$ cat src/rtl/div_pkg.sv
// Shared constants and state encoding for the iterative divider.
package div_pkg;

  localparam int WIDTH = 32;
  localparam int CNT_W = $clog2(WIDTH) + 1;

  typedef enum logic [1:0] {
    IDLE = 2'd0,
    RUN  = 2'd1,
    FIX  = 2'd2,
    DONE = 2'd3
  } div_state_e;

endpackage

$ cat src/rtl/div_abs.sv
// Combinational two's-complement helper: passes value through, or negates it when negate_en is set.
module div_abs #(
  parameter int W = div_pkg::WIDTH
) (
  input  logic [W-1:0] value,
  input  logic         negate_en,
  output logic [W-1:0] result
);
  import div_pkg::*;

  localparam logic [W-1:0] ONE = {{(W-1){1'b0}}, 1'b1};

  assign result = negate_en ? (~value + ONE) : value;

endmodule

$ cat src/rtl/div_iter.sv
// Iterative restoring divider for DIV/DIVU: one quotient bit per clock, quotient -> LO, remainder -> HI.
// Optional build macro DIV_EARLY_OUT_EN: zero dividend or divisor finishes one cycle after start.
module div_iter #(
  parameter int WIDTH = div_pkg::WIDTH
) (
  input  logic             clk,
  input  logic             rst,
  input  logic             start,
  input  logic             sign,
  input  logic [WIDTH-1:0] dividend,
  input  logic [WIDTH-1:0] divisor,
  output logic             busy,
  output logic             done,
  output logic [WIDTH-1:0] quotient,
  output logic [WIDTH-1:0] remainder,
  output logic             div_zero
);
  import div_pkg::*;

  localparam int               STEPS = WIDTH;
  localparam logic [CNT_W-1:0] LAST  = CNT_W'(STEPS - 1);
  localparam logic [CNT_W-1:0] CNT_ONE = {{(CNT_W-1){1'b0}}, 1'b1};
  localparam logic [WIDTH-1:0] ZERO  = {WIDTH{1'b0}};
  localparam logic [WIDTH-1:0] ONES  = {WIDTH{1'b1}};

  div_state_e       state_r, next_state_s;
  logic             load_s, fix_s, early_s, early_cond_s;
  logic [WIDTH-1:0] rem_r, dvd_r, dsr_r;
  logic [CNT_W-1:0] count_r;
  logic             neg_q_r, neg_r_r, dz_r;
  logic [WIDTH-1:0] dvd_mag_s, dsr_mag_s, q_fix_s, r_fix_s;
  logic [WIDTH:0]   shift_s;
  logic [WIDTH-1:0] diff_s, step_rem_s;
  logic             q_bit_s, dsr_zero_s;

  logic             busy_r, done_r, div_zero_r;
  logic [WIDTH-1:0] quotient_r, remainder_r;

  assign dsr_zero_s = (divisor == ZERO);

`ifdef DIV_EARLY_OUT_EN
  assign early_cond_s = dsr_zero_s || (dividend == ZERO);
`else
  assign early_cond_s = 1'b0;
`endif

  div_abs #(.W(WIDTH)) u_abs_dvd (
    .value     (dividend),
    .negate_en (sign & dividend[WIDTH-1]),
    .result    (dvd_mag_s)
  );

  div_abs #(.W(WIDTH)) u_abs_dsr (
    .value     (divisor),
    .negate_en (sign & divisor[WIDTH-1]),
    .result    (dsr_mag_s)
  );

  div_abs #(.W(WIDTH)) u_fix_q (
    .value     (dvd_r),
    .negate_en (neg_q_r),
    .result    (q_fix_s)
  );

  // With a zero divisor the remainder equals |dividend|, so restoring its sign recovers the original.
  div_abs #(.W(WIDTH)) u_fix_r (
    .value     (rem_r),
    .negate_en (neg_r_r),
    .result    (r_fix_s)
  );

  // One restoring step: the true difference is below 2^WIDTH whenever it is kept, so WIDTH bits suffice.
  assign shift_s    = {rem_r, dvd_r[WIDTH-1]};
  assign q_bit_s    = (shift_s >= {1'b0, dsr_r});
  assign diff_s     = shift_s[WIDTH-1:0] - dsr_r;
  assign step_rem_s = q_bit_s ? diff_s : shift_s[WIDTH-1:0];

  // FSM state register.
  always_ff @(posedge clk) begin
    if (rst) begin
      state_r <= IDLE;
    end else begin
      state_r <= next_state_s;
    end
  end

  // FSM next-state and control strobes.
  always_comb begin
    next_state_s = state_r;
    load_s       = 1'b0;
    fix_s        = 1'b0;
    early_s      = 1'b0;
    case (state_r)
      IDLE: begin
        if (start) begin
          if (early_cond_s) begin
            next_state_s = DONE;
            early_s      = 1'b1;
          end else begin
            next_state_s = RUN;
            load_s       = 1'b1;
          end
        end else begin
          next_state_s = IDLE;
        end
      end
      RUN: begin
        if (count_r == LAST) begin
          next_state_s = FIX;
        end else begin
          next_state_s = RUN;
        end
      end
      FIX: begin
        next_state_s = DONE;
        fix_s        = 1'b1;
      end
      DONE: begin
        next_state_s = IDLE;
      end
      default: begin
        next_state_s = IDLE;
      end
    endcase
  end

  // Operand capture and the iterating partial remainder / quotient shift register.
  always_ff @(posedge clk) begin
    if (rst) begin
      rem_r   <= ZERO;
      dvd_r   <= ZERO;
      dsr_r   <= ZERO;
      count_r <= {CNT_W{1'b0}};
      neg_q_r <= 1'b0;
      neg_r_r <= 1'b0;
      dz_r    <= 1'b0;
    end else if (load_s) begin
      rem_r   <= ZERO;
      dvd_r   <= dvd_mag_s;
      dsr_r   <= dsr_mag_s;
      count_r <= {CNT_W{1'b0}};
      neg_q_r <= sign & (dividend[WIDTH-1] ^ divisor[WIDTH-1]);
      neg_r_r <= sign & dividend[WIDTH-1];
      dz_r    <= dsr_zero_s;
    end else if (state_r == RUN) begin
      rem_r   <= step_rem_s;
      dvd_r   <= {dvd_r[WIDTH-2:0], q_bit_s};
      count_r <= count_r + CNT_ONE;
    end else begin
      rem_r   <= rem_r;
      dvd_r   <= dvd_r;
      count_r <= count_r;
    end
  end

  // Handshake and result registers; results move only on reset, in FIX, or on an early-out.
  always_ff @(posedge clk) begin
    if (rst) begin
      busy_r      <= 1'b0;
      done_r      <= 1'b0;
      quotient_r  <= ZERO;
      remainder_r <= ZERO;
      div_zero_r  <= 1'b0;
    end else begin
      busy_r <= (next_state_s == RUN) || (next_state_s == FIX);
      done_r <= (next_state_s == DONE);
      if (fix_s) begin
        quotient_r  <= dz_r ? ONES : q_fix_s;
        remainder_r <= r_fix_s;
        div_zero_r  <= dz_r;
      end else if (early_s) begin
        quotient_r  <= dsr_zero_s ? ONES : ZERO;
        remainder_r <= dsr_zero_s ? dividend : ZERO;
        div_zero_r  <= dsr_zero_s;
      end else begin
        quotient_r  <= quotient_r;
        remainder_r <= remainder_r;
        div_zero_r  <= div_zero_r;
      end
    end
  end

  assign busy      = busy_r;
  assign done      = done_r;
  assign quotient  = quotient_r;
  assign remainder = remainder_r;
  assign div_zero  = div_zero_r;

endmodule

$ cat config.mk
export PLATFORM = sky130hd
export DESIGN_NAME = div_iter
export DESIGN_NICKNAME = d
export VERILOG_FILES = /design/src/rtl/div_pkg.sv /design/src/rtl/div_abs.sv /design/src/rtl/div_iter.sv
export SDC_FILE = /design/constraint.sdc
export NUM_CORES = 1
export LEC_CHECK = 0
export CAP_MARGIN = 20
export CELL_PAD_IN_SITES_DETAIL_PLACEMENT = 0
export CELL_PAD_IN_SITES_GLOBAL_PLACEMENT = 1
export CORE_UTILIZATION = 39
export CTS_BUF_LIST = sky130_fd_sc_hd__clkbuf_4
export CTS_CLUSTER_DIAMETER = 80
export CTS_CLUSTER_SIZE = 10
export DETAILED_ROUTE_END_ITERATION = 7
export PLACE_DENSITY_LB_ADDON = 0.12
export SYNTH_ARGS = -nofsm -noshare
export SYNTH_HDL_FRONTEND = slang
export SYNTH_SLANG_ARGS = --single-unit
$ cat constraint.sdc
create_clock -name clk -period 2.85 [get_ports clk]
set_input_delay 0.285 -clock clk [delete_from_list [all_inputs] [get_ports clk]]
set_output_delay 0.285 -clock clk [all_outputs]
set_load 0.1 [all_outputs]
==> impl_results.md, run 1 <==
* Post-CTS setup buffer count at 0
* Layout cells sized above 1 at approximately 18%
* Number of warnings reported in the yosys synthesis log at 0
* Setup_tns at 0 ns
* Run status: completed
* Clock Tree Buf Depth at 2
* Average cell area after synthesis at between 7 and 8 um2
* Post-route ant nets at 0
* Number of distinct standard cells referenced by the synthesized netlist at just over 70
* Endpoint of the most critical register-to-register path: remainder[29]
* Worst Hold Depth at 2
* Estimated wirelength of the detail-placed design at about 25000 um
* Most common cell in the netlist: sky130_fd_sc_hd__dfxtp_1
* Post-route minimum period at approximately 2.7 ns
* Cell type group with the largest total delay on the critical path: simple AND/OR/NAND/NOR gates
* Clock sink count at around 170
* Internal reg-to-reg setup slack at 0.10 ns
* Total number of vias at 10333
* Number of pins with negative max-slew slack in the final report at 0
* Average wire per cell in the routed design at around 16 um
* Delay of the slowest cell on the worst path at between 0.4 and 0.5 ns
* Final-layout fill cell count at between 2000 and 3000
* Top cell type's share of synthesized area at 32.3%
* Number of flip-flops and latches in the synthesized netlist at 174
* Final clock skew at between 0.04 and 0.05 ns
* Overall die area at about 28000 um2
* CTS clock-pin slew for the worst setup and hold paths at roughly 0.2 ns
* Die height at ~170 um
* Clock Latency Late Sink at roughly 0.6 ns
* Root buffer cell: sky130_fd_sc_hd__clkbuf_4
* Number of detailed-routing iterations run before antenna repair at 5
* Core footprint at around 27000 um2
* Worst path cell trace: or3_4, or4_4, or4_4, or3_4, o31ai_4, xnor2_1, a22o_1
* Share of power burned in combinational logic at a little under two fifths
* Via count of the first global-routing pass at around 9400
* TritonCTS buffer count at 17
* Initial core utilization at 39.9%
* Number of hold violations in the final report at 0
* Class of the most critical hold timing path: input port to register
* Synth Flop Type: sky130_fd_sc_hd__dfxtp_1
* Unrepaired setup endpoints after global routing: yes
* Synthesis-to-finish area growth at 26.6%
* Total wire length after detailed routing at about 32000 um
* Cell Area, Synth at approximately 11000 um2
* Transition time at the pin with the least slew margin at 0.969 ns
* WS Path Type: register to register
* Max capacitance violation total at 0
* Std cell rows at 60
* IO Pins at 135
* Timing startpoint of the critical path: rem_r[18]
* Worst max-slew margin expressed relative to the limit at 35.3%
* Internal power at roughly 4.2 mW
* Total number of nets in the final design at between 1500 and 2000
* DRC violation count after routing at 0
* Share of the cycle needed by the critical path after routing at between 90% and 100%
* Proportion of register bits with asynchronous set or reset after synthesis at 0%
* List of most frequent post-synthesis cells: sky130_fd_sc_hd__dfxtp_1, sky130_fd_sc_hd__nor2_1, sky130_fd_sc_hd__nand2_1, sky130_fd_sc_hd__a21oi_1, sky130_fd_sc_hd__xnor2_1
* H-tree Lvls at 4
* Number of antenna violations at the first check in global routing at 1
* Cell leakage power at about 5.3 nW
* Max FO, Critical Path at 4
* Final RePlAce weighted congestion at around 0.92
* CP max-delay cell: sky130_fd_sc_hd__or4_4
* Final std cell area, no fill at between 10000 and 15000 um2
* Number of synthesized flops with an enable pin at 0
* Iter 0 DRT Violations at 685
* Highest clock frequency the design can meet at around 360 MHz
* Sum of overflow across all layers after global routing at 0
* Required @ worst endpoint at ~3.3 ns
* Endpoint type of the worst setup path: register
* End point of the most critical hold path: dz_r
* Arr. time, crit path at about 3.2 ns
* Maximum number of pins on one net before global-route repair at 70
* Switching share of power at a little under two fifths
* Global router's overall resource usage at a little under a quarter
* First-pass GRT wire length at roughly 50000 um
* Register area share after synthesis at roughly a third
* Total nets after synthesis at roughly 1500
* Startpoint of the lowest-slack register-to-register path: rem_r[18]
* Buf+Inv Stages, Crit Path at 0
* Largest voltage drop on the vdd net at between 0.2 and 0.3 mV
* Number of port buffers at 134
* R2r worst-path depth at 7
* Min-Delay Startpoint: rst
* Power per unit of standard cell area at around 500 nW/um2
* Placement-stage cell area at around 13000 um2
* Library cell occupying the most area in the post-synthesis netlist: sky130_fd_sc_hd__dfxtp_1
* Clock network power share at between 20% and 30%
* Switching Power at between 2 and 3 mW
* Number of setup violations in the final report at 0
* Reg power frac at 39.4%
* Post-synthesis instance total at roughly 1400
* Vias per cell at between 5 and 6
* Overall die width at around 170 um
* CTS tree: yes
* Dominant cells by area after synthesis: sky130_fd_sc_hd__dfxtp_1, sky130_fd_sc_hd__xnor2_1, sky130_fd_sc_hd__nor2_1
* Critical Path Start Type: register
[worst max-delay path by stage]
| stage | slack (ns) | endpoint | cells after the start |
|---|---|---|---|
| after floorplan | 0.12 | rem_r[15] | 13 |
| after detailed placement | -0.49 | dsr_r[27] | 10 |
| after global placement | -0.46 | dsr_r[27] | 10 |
| after CTS | 0.01 | rem_r[28] | 13 |
| after global routing | -0.01 | remainder[29] | 7 |
| final | 0.10 | remainder[29] | 7 |
[power by group through the flow]
stage / logic, mW / clock network [mW] / registers (mW)
6_report: 2.61 / 1.51 / 2.68
5_1_grt: 2.86 / 1.67 / 2.70
4_1_cts: 2.54 / 1.56 / 2.67
3_5_place_dp: 2.54 / 0 / 2.73
3_3_place_gp: 2.52 / 0 / 2.72
2_1_floorplan: 1.56 / 0 / 2.71
[registers in the layout (all words and copies together), names as in the netlist, 2 cells and up]
signal,cells
count_r,6
dsr_r,32
dvd_r,32
quotient,32
rem_r,32
remainder,32
state_r,2
[cell usage in the layout, fill, tap and decap left out, types with 29 or more instances in the layout]
master	synthesis	routed
sky130_fd_sc_hd__buf_4	0	206
sky130_fd_sc_hd__dfxtp_1	174	168
sky130_fd_sc_hd__nor2_1	154	154
sky130_fd_sc_hd__nand2_1	121	121
sky130_fd_sc_hd__a21oi_1	101	100
sky130_fd_sc_hd__xnor2_1	79	79
sky130_fd_sc_hd__clkdlybuf4s50_1	0	66
sky130_fd_sc_hd__o21ai_0	66	65
sky130_fd_sc_hd__xor2_1	65	65
sky130_fd_sc_hd__a211oi_1	62	62
sky130_fd_sc_hd__inv_1	49	49
sky130_fd_sc_hd__nor3_1	45	44
sky130_fd_sc_hd__ha_1	38	36
sky130_fd_sc_hd__o22ai_1	34	34
sky130_fd_sc_hd__o31ai_1	30	29
sky130_fd_sc_hd__a22oi_1	30	29
[worst register-to-register path: cells and delay by family, from the launching register on]
kind	cells	cell delay, ns
AO/OA/AOI/OAI	2	0.42
AND/OR/NAND/NOR	4	1.71
flip-flops	1	0.41
XOR/XNOR	1	0.10
[routing by layer]
layer,part of all wire [%],vias to the layer above,GRT usage (%)
met5,0,-,0
met4,0.86,0,4.90
met3,4.0,18,2.14
met2,39,244,31.0
met1,56,4692,36.7
li1,-,5379,-
[cell type report]
| type | instances | area (um2) | area share (%) |
|---|---|---|---|
| flip-flops and latches | 174 | 3490 | 25.6 |
| diodes | 1 | 2.50 | 0.0183 |
| inverters | 49 | 184 | 1.35 |
| clock buffers | 17 | 128 | 0.936 |
| well taps | 341 | 427 | 3.13 |
| multi-input cells | 1062 | 6890 | 50.5 |
| repair buffers | 279 | 2350 | 17.2 |
| clock inverters | 15 | 169 | 1.24 |
[logic make-up (layout without fill, tap and decap cells)]
family          Yosys count  in the layout  synth area share, %
compound gates          408            408                 24.8
xor+xnor                144            144                 11.7
fa+ha+maj                39             39                 4.60
buf+inv                 137            360                 4.80
flops                   174            174                 32.3
mux                      20             20                 1.87
other cells               0              1                    0
simple gates            451            451                 19.9
[metrics by stage]
step           hold slack (ns)  worst slack [ns]  cells  util [%]  total power [mW]
2_1_floorplan            0.421             0.117   1373         -              4.27
3_3_place_gp             0.442            -0.457   1905      49.0              5.24
3_5_place_dp             0.450            -0.492   1905      49.0              5.26
4_1_cts                 0.0680            0.0111   1937      50.1              6.78
5_1_grt                 0.0834           -0.0102   1938      50.5              7.23
6_report                 0.109             0.105   1938      50.5              6.79
[timing repair]
item,4_1_cts,5_1_grt
gates resized for setup,0,28
hold buffers,0,0
endpoints found under the setup margin,0,31
endpoints found under the hold margin,0,0
Power figures use the tool's default switching activity.
==> inputs of run 2 (changes only) <==
--- a/config.mk
+++ b/config.mk
@@ -14,6 +14,7 @@
 export CTS_CLUSTER_SIZE = 10
 export DETAILED_ROUTE_END_ITERATION = 7
 export PLACE_DENSITY_LB_ADDON = 0.12
+export SKIP_LAST_GASP = 1
 export SYNTH_ARGS = -nofsm -noshare
 export SYNTH_HDL_FRONTEND = slang
 export SYNTH_SLANG_ARGS = --single-unit
==> impl_results.md, run 2 (synthesis results as in run 1) <==
* Std cell rows at 60 (unchanged)
* Via count of the first global-routing pass at 9386 (unchanged)
* Vias per cell at 5.33 (about the same)
* Number of antenna violations at the first check in global routing at 1 (unchanged)
* First-pass GRT wire length at 51000 um (unchanged)
* Internal reg-to-reg setup slack at 0.10 ns (about the same)
* Class of the most critical hold timing path: input port to register (unchanged)
* H-tree Lvls at 4 (unchanged)
* Synthesis-to-finish area growth at 26.5% (was 26.6%)
* Die height at 168 um (unchanged)
* Post-route ant nets at 0 (unchanged)
* End point of the most critical hold path: dz_r (unchanged)
* CTS tree: yes (unchanged)
* Final total power at 6.79 mW (about the same)
* Area of the multi-input gates at 6880 um2 (was 6890 um2)
* Clock Latency Late Sink at 0.60 ns (about the same)
* Buf+Inv Stages, Crit Path at 0 (unchanged)
* Unrepaired setup endpoints after global routing: yes (unchanged)
* Worst max-slew margin expressed relative to the limit at 35.3% (about the same)
* Highest clock frequency the design can meet at 364 MHz (about the same)
* Final RePlAce weighted congestion at 0.921 (unchanged)
* Arr. time, crit path at 3.24 ns (about the same)
* Largest voltage drop on the vdd net at 0.266 mV (was 0.267 mV)
* Clock sink count at 174 (unchanged)
* Core footprint at 27000 um2 (unchanged)
* Layout cells sized above 1 at 18.4% (about the same)
* Max capacitance violation total at 0 (unchanged)
* Endpoint type of the worst setup path: register (unchanged)
* Max FO, Critical Path at 4 (unchanged)
* Cell type group with the largest total delay on the critical path: simple AND/OR/NAND/NOR gates (unchanged)
* Final std cell area, no fill at 13600 um2 (about the same)
* Cell depth of the worst setup path at 7 (unchanged)
* Number of pins with negative max-slew slack in the final report at 0 (unchanged)
* Endpoint of the most critical register-to-register path: remainder[29] (unchanged)
* Leading cell types in the layout, fill and taps excluded: sky130_fd_sc_hd__buf_4, sky130_fd_sc_hd__dfxtp_1, sky130_fd_sc_hd__nor2_1 (unchanged)
* Final clock skew at 0.0398 ns (was 0.0424 ns)
* Overall die area at 28300 um2 (unchanged)
* Iter 0 DRT Violations at 679 (was 685)
* CP max-delay cell: sky130_fd_sc_hd__or4_4 (unchanged)
* DRC violation count after routing at 0 (unchanged)
* Placement-stage cell area at 13200 um2 (unchanged)
* Number of detailed-routing iterations run before antenna repair at 5 (unchanged)
* Estimated wirelength of the detail-placed design at 24600 um (unchanged)
* Number of cells after detailed placement at 1905 (unchanged)
* R2r worst-path depth at 7 (unchanged)
* Share of the cycle needed by the critical path after routing at 96.4% (was 96.3%)
* Post-layout instance count excluding filler cells at 1938 (unchanged)
* IO Pins at 135 (unchanged)
* Number of setup violations in the final report at 0 (unchanged)
* Total number of vias at 10338 (was 10333)
* Critical Path Start Type: register (unchanged)
* Number of hold violations in the final report at 0 (unchanged)
* Worst path cell trace: or3_4, or4_4, or4_4, or3_4, o31ai_4, xnor2_1, a22o_1 (unchanged)
* Power per unit of standard cell area at 498 nW/um2 (about the same)
* Final-layout fill cell count at 2709 (unchanged)
* TritonCTS buffer count at 17 (unchanged)
* Number of port buffers at 134 (unchanged)
* Required @ worst endpoint at 3.34 ns (about the same)
* Finished Core Util at 50.4% (was 50.5%)
* Total number of nets in the final design at 1690 (unchanged)
* Maximum number of pins on one net before global-route repair at 70 (unchanged)
* Delay of the slowest cell on the worst path at 0.46 ns (about the same)
* Average wire per cell in the routed design at 16.3 um (about the same)
* Overall die width at 168 um (unchanged)
* Initial core utilization at 39.9% (unchanged)
* Total wire length after detailed routing at 31600 um (about the same)
* Startpoint of the lowest-slack register-to-register path: rem_r[18] (unchanged)
* Root buffer cell: sky130_fd_sc_hd__clkbuf_4 (unchanged)
* Most frequent standard cell in the layout excluding fill and tap cells: sky130_fd_sc_hd__buf_4 (unchanged)
* Global router's overall resource usage at 22.5% (unchanged)
* Worst Hold Depth at 2 (unchanged)
* Clock Tree Buf Depth at 2 (unchanged)
* CTS clock-pin slew for the worst setup and hold paths at 0.19 ns (was 0.20 ns)
* WS Path Type: register to register (unchanged)
* Min-Delay Startpoint: rst (unchanged)
* Run status: completed (unchanged)
* Post-route minimum period at 2.75 ns (about the same)
* Footprint of the flip-flops and latches at 3490 um2 (unchanged)
* Sum of overflow across all layers after global routing at 0 (unchanged)
* Cell leakage power at 5.28 nW (about the same)
* Transition time at the pin with the least slew margin at 0.970 ns (was 0.969 ns)
[run 2: cell count changes in the layout (fill, tap and decap cells not counted)]
cell,change
sky130_fd_sc_hd__a31oi_1,+1
sky130_fd_sc_hd__a31oi_2,-1
[run 2: metal layers]
layer	up-vias	track usage (%)	share of wire (%)
li1	5378	-	-
met1	4699	36.7	56
met2	244	31.0	39
met3	17	2.14	3.8
met4	0	4.90	0.80
met5	-	0	0
[run 2: worst max-delay path by stage]
| stage | start | to |
|---|---|---|
| after global placement | divisor[4] | dsr_r[27] |
| after CTS | dvd_r[31] | rem_r[28] |
| after detailed placement | divisor[4] | dsr_r[27] |
| final | rem_r[18] | remainder[29] |
| after global routing | dsr_r[4] | rem_r[24] |
| after floorplan | rem_r[3] | rem_r[15] |
[run 2: power breakdown]
group	total, mW	leakage, nW	internal [mW]	switching (mW)
Clock	1.51	0.155	0.478	1.03
Sequential	2.68	1.42	2.55	0.127
Combinational	2.61	3.71	1.21	1.40
Total	6.79	5.28	4.24	2.56
[run 2: per-stage QoR]
stage               setup WS, ns  hold slack, ns  setup TNS, ns
detailed placement        -0.492           0.450          -3.65
global route             -0.0267          0.0834        -0.0403
floorplan                  0.117           0.421              0
CTS                       0.0111          0.0680              0
finish                     0.104           0.108              0
global placement          -0.457           0.442          -3.06
[run 2: final cells by class]
type	instances	share of cell area [%]
well taps	341	3.13
clock inverters	15	1.24
multi-input cells	1062	50.5
diodes	1	0.0184
flip-flops and latches	174	25.6
clock buffers	17	0.936
inverters	49	1.35
repair buffers	279	17.2
[run 2: repair_timing]
item,4_1_cts,5_1_grt
hold buffers,0,0
resized for setup,0,27
setup buffers,0,0
endpoints found under the setup margin,0,31
==> inputs of run 3 (changes only) <==
--- a/config.mk
+++ b/config.mk
@@ -13,7 +13,7 @@
 export CTS_CLUSTER_DIAMETER = 80
 export CTS_CLUSTER_SIZE = 10
 export DETAILED_ROUTE_END_ITERATION = 7
-export PLACE_DENSITY_LB_ADDON = 0.12
+export PLACE_DENSITY = 0.84
 export SKIP_LAST_GASP = 1
 export SYNTH_ARGS = -nofsm -noshare
 export SYNTH_HDL_FRONTEND = slang
==> impl_results.md, run 3 (synthesis results as in run 1) <==
* Share of the cycle needed by the critical path after routing at 95.1% (was 96.4%)
* Most frequent standard cell in the layout excluding fill and tap cells: sky130_fd_sc_hd__buf_4 (unchanged)
* Core footprint at 27000 um2 (unchanged)
* Worst Hold Depth at 4 (was 2)
* Average wire per cell in the routed design at 15.7 um (was 16.3 um)
* Max capacitance violation total at 0 (unchanged)
* Number of setup violations in the final report at 0 (unchanged)
* Die height at 168 um (unchanged)
* Worst path cell trace: ha_2, and2_1, a221oi_2, o211ai_1, o211ai_1, buf_4, nand2_1, buf_4, buf_4, mux2i_1, a211oi_1 (was or3_4, or4_4, or4_4, or3_4, o31ai_4, xnor2_1, a22o_1)
* Clock Tree Buf Depth at 2 (unchanged)
* Power per unit of standard cell area at 496 nW/um2 (was 498 nW/um2)
* Min-Delay Startpoint: rst (unchanged)
* Post-route minimum period at 2.71 ns (was 2.75 ns)
* Global router's overall resource usage at 21.6% (was 22.5%)
* Final worst slack at 0.140 ns (was 0.104 ns)
* Reg power frac at 39.9% (was 39.4%)
* Endpoint of the most critical register-to-register path: rem_r[4] (was remainder[29])
* Post-route ant nets at 0 (unchanged)
* R2r worst-path depth at 11 (was 7)
* Number of detailed-routing iterations run before antenna repair at 5 (unchanged)
* Initial core utilization at 39.9% (unchanged)
* Final RePlAce weighted congestion at 0.899 (was 0.921)
* Max FO, Critical Path at 6 (was 4)
* Overall die width at 168 um (unchanged)
* Number of port buffers at 134 (unchanged)
* IO Pins at 135 (unchanged)
* Via count of the first global-routing pass at 9452 (was 9386)
* Total number of nets in the final design at 1679 (was 1690)
* CTS tree: yes (unchanged)
* CTS clock-pin slew for the worst setup and hold paths at 0.16 ns (was 0.19 ns)
* Number of pins with negative max-slew slack in the final report at 0 (unchanged)
* Layout cells sized above 1 at 18.0% (was 18.4%)
* Internal reg-to-reg setup slack at 0.14 ns (was 0.10 ns)
* Most used cell along the critical path: sky130_fd_sc_hd__buf_4
* Worst max-slew margin expressed relative to the limit at 56.3% (was 35.3%)
* Total number of vias at 10344 (was 10338)
* Post-layout instance count excluding filler cells at 1927 (was 1938)
* Cell leakage power at 5.21 nW (was 5.28 nW)
* Largest voltage drop on the vdd net at 0.251 mV (was 0.266 mV)
* Unrepaired setup endpoints after global routing: yes (unchanged)
* Endpoint type of the worst setup path: register (unchanged)
* Switching share of power at 37.6% (about the same)
* Root buffer cell: sky130_fd_sc_hd__clkbuf_4 (unchanged)
* Number of cells after detailed placement at 1892 (was 1905)
* Count of hold-fix buffers inserted at cts at 0 (unchanged)
* Startpoint of the lowest-slack register-to-register path: rem_r[11] (was rem_r[18])
* DRC violation count after routing at 0 (unchanged)
* Overall die area at 28300 um2 (unchanged)
* Delay of the slowest cell on the worst path at 0.44 ns (was 0.46 ns)
* Highest clock frequency the design can meet at 369 MHz (was 364 MHz)
* First-pass GRT wire length at 49300 um (was 51000 um)
* Sum of overflow across all layers after global routing at 0 (unchanged)
* Estimated wirelength of the detail-placed design at 23500 um (was 24600 um)
* WS Path Type: register to register (unchanged)
* Leading cell types in the layout, fill and taps excluded: sky130_fd_sc_hd__buf_4, sky130_fd_sc_hd__dfxtp_1, sky130_fd_sc_hd__nor2_1 (unchanged)
* Setup slack at placement at -0.442 ns (was -0.492 ns)
* Total wire length after detailed routing at 30300 um (was 31600 um)
* Number of antenna violations at the first check in global routing at 1 (unchanged)
* CP max-delay cell: sky130_fd_sc_hd__dfxtp_1 (was sky130_fd_sc_hd__or4_4)
* Clock Latency Late Sink at 0.60 ns (about the same)
* Vias per cell at 5.37 (was 5.33)
* Area of the multi-input gates at 6890 um2 (was 6880 um2)
* Maximum number of pins on one net before global-route repair at 132 (was 70)
* Footprint of the flip-flops and latches at 3490 um2 (about the same)
* Final clock skew at 0.0236 ns (was 0.0398 ns)
* Switching Power at 2.52 mW (was 2.56 mW)
* Arr. time, crit path at 3.21 ns (was 3.24 ns)
* Critical Path Start Type: register (unchanged)
* Transition time at the pin with the least slew margin at 0.652 ns (was 0.970 ns)
* Class of the most critical hold timing path: input port to register (unchanged)
* Std cell rows at 60 (unchanged)
* Clock sink count at 174 (unchanged)
* Clock network power share at 22.8% (was 22.2%)
* Number of hold violations in the final report at 0 (unchanged)
* H-tree Lvls at 4 (unchanged)
* Iter 0 DRT Violations at 750 (was 679)
* Synthesis-to-finish area growth at 25.4% (was 26.5%)
* End point of the most critical hold path: rem_r[20] (was dz_r)
* TritonCTS buffer count at 17 (unchanged)
* Required @ worst endpoint at 3.35 ns (was 3.34 ns)
* Final-layout fill cell count at 2712 (was 2709)
* Share of power burned in combinational logic at 37.3% (was 38.4%)
* Worst hold margin at 0.143 ns (was 0.108 ns)
* Final total power at 6.70 mW (was 6.79 mW)
* Run status: completed (unchanged)
* Internal power at 4.18 mW (was 4.24 mW)
[run 3: area by class of cell]
type	count	share of cell area, %
Multi-Input combinational cell	1062	51.0
Sequential cell	174	25.8
Timing Repair Buffer	268	16.4
Tap cell	341	3.16
Inverter	49	1.36
Clock inverter	15	1.32
Clock buffer	17	0.944
Antenna cell	1	0.0185
[run 3: power by group through the flow]
stage	combinational (mW)	sequential, mW	clock (mW)
after floorplan	1.56	2.71	0
after global placement	2.39	2.71	0
after detailed placement	2.42	2.72	0
after CTS	2.43	2.67	1.57
after global routing	2.75	2.69	1.68
final	2.50	2.67	1.53
[run 3: worst max path at each step]
stage / from / to / slack, ns / depth (start not counted)
3_5_place_dp: divisor[4] / dsr_r[27] / -0.44 / 10
6_report: rem_r[11] / rem_r[4] / 0.14 / 11
4_1_cts: dsr_r[4] / rem_r[28] / 0.03 / 13
2_1_floorplan: rem_r[3] / rem_r[15] / 0.12 / 13
3_3_place_gp: divisor[4] / dsr_r[27] / -0.41 / 10
5_1_grt: dvd_r[31] / rem_r[28] / -0.02 / 15
[run 3: worst max-delay path, delay by kind of cell (launching register included)]
family | cells | cell delay (ns)
buf+inv | 3 | 0.48
mux | 1 | 0.12
fa+ha+maj | 1 | 0.35
compound gates | 4 | 0.97
simple gates | 2 | 0.27
flops | 1 | 0.44
[run 3: metrics by stage]
step	utilization, %	setup TNS [ns]	instance area [um2]
6_report	50.0	0	13500
5_1_grt	50.0	-0.0241	13500
4_1_cts	49.5	0	13400
3_5_place_dp	48.4	-2.82	13100
3_3_place_gp	48.3	-2.30	13100
2_1_floorplan	-	0	10800
[run 3: what timing repair did]
action,in CTS,in global routing
gates resized for setup,2,33
buffers inserted,0,2
setup endpoints to repair,4,32
pin swaps,0,6
[run 3: metal layers]
layer  track usage, %  part of all wire [%]  vias up
li1                 -                     -     5358
met1             32.8                    53     4712
met2             31.7                    41      251
met3             2.99                   4.6       23
met4             5.02                   1.2        0
met5                0                     0        -
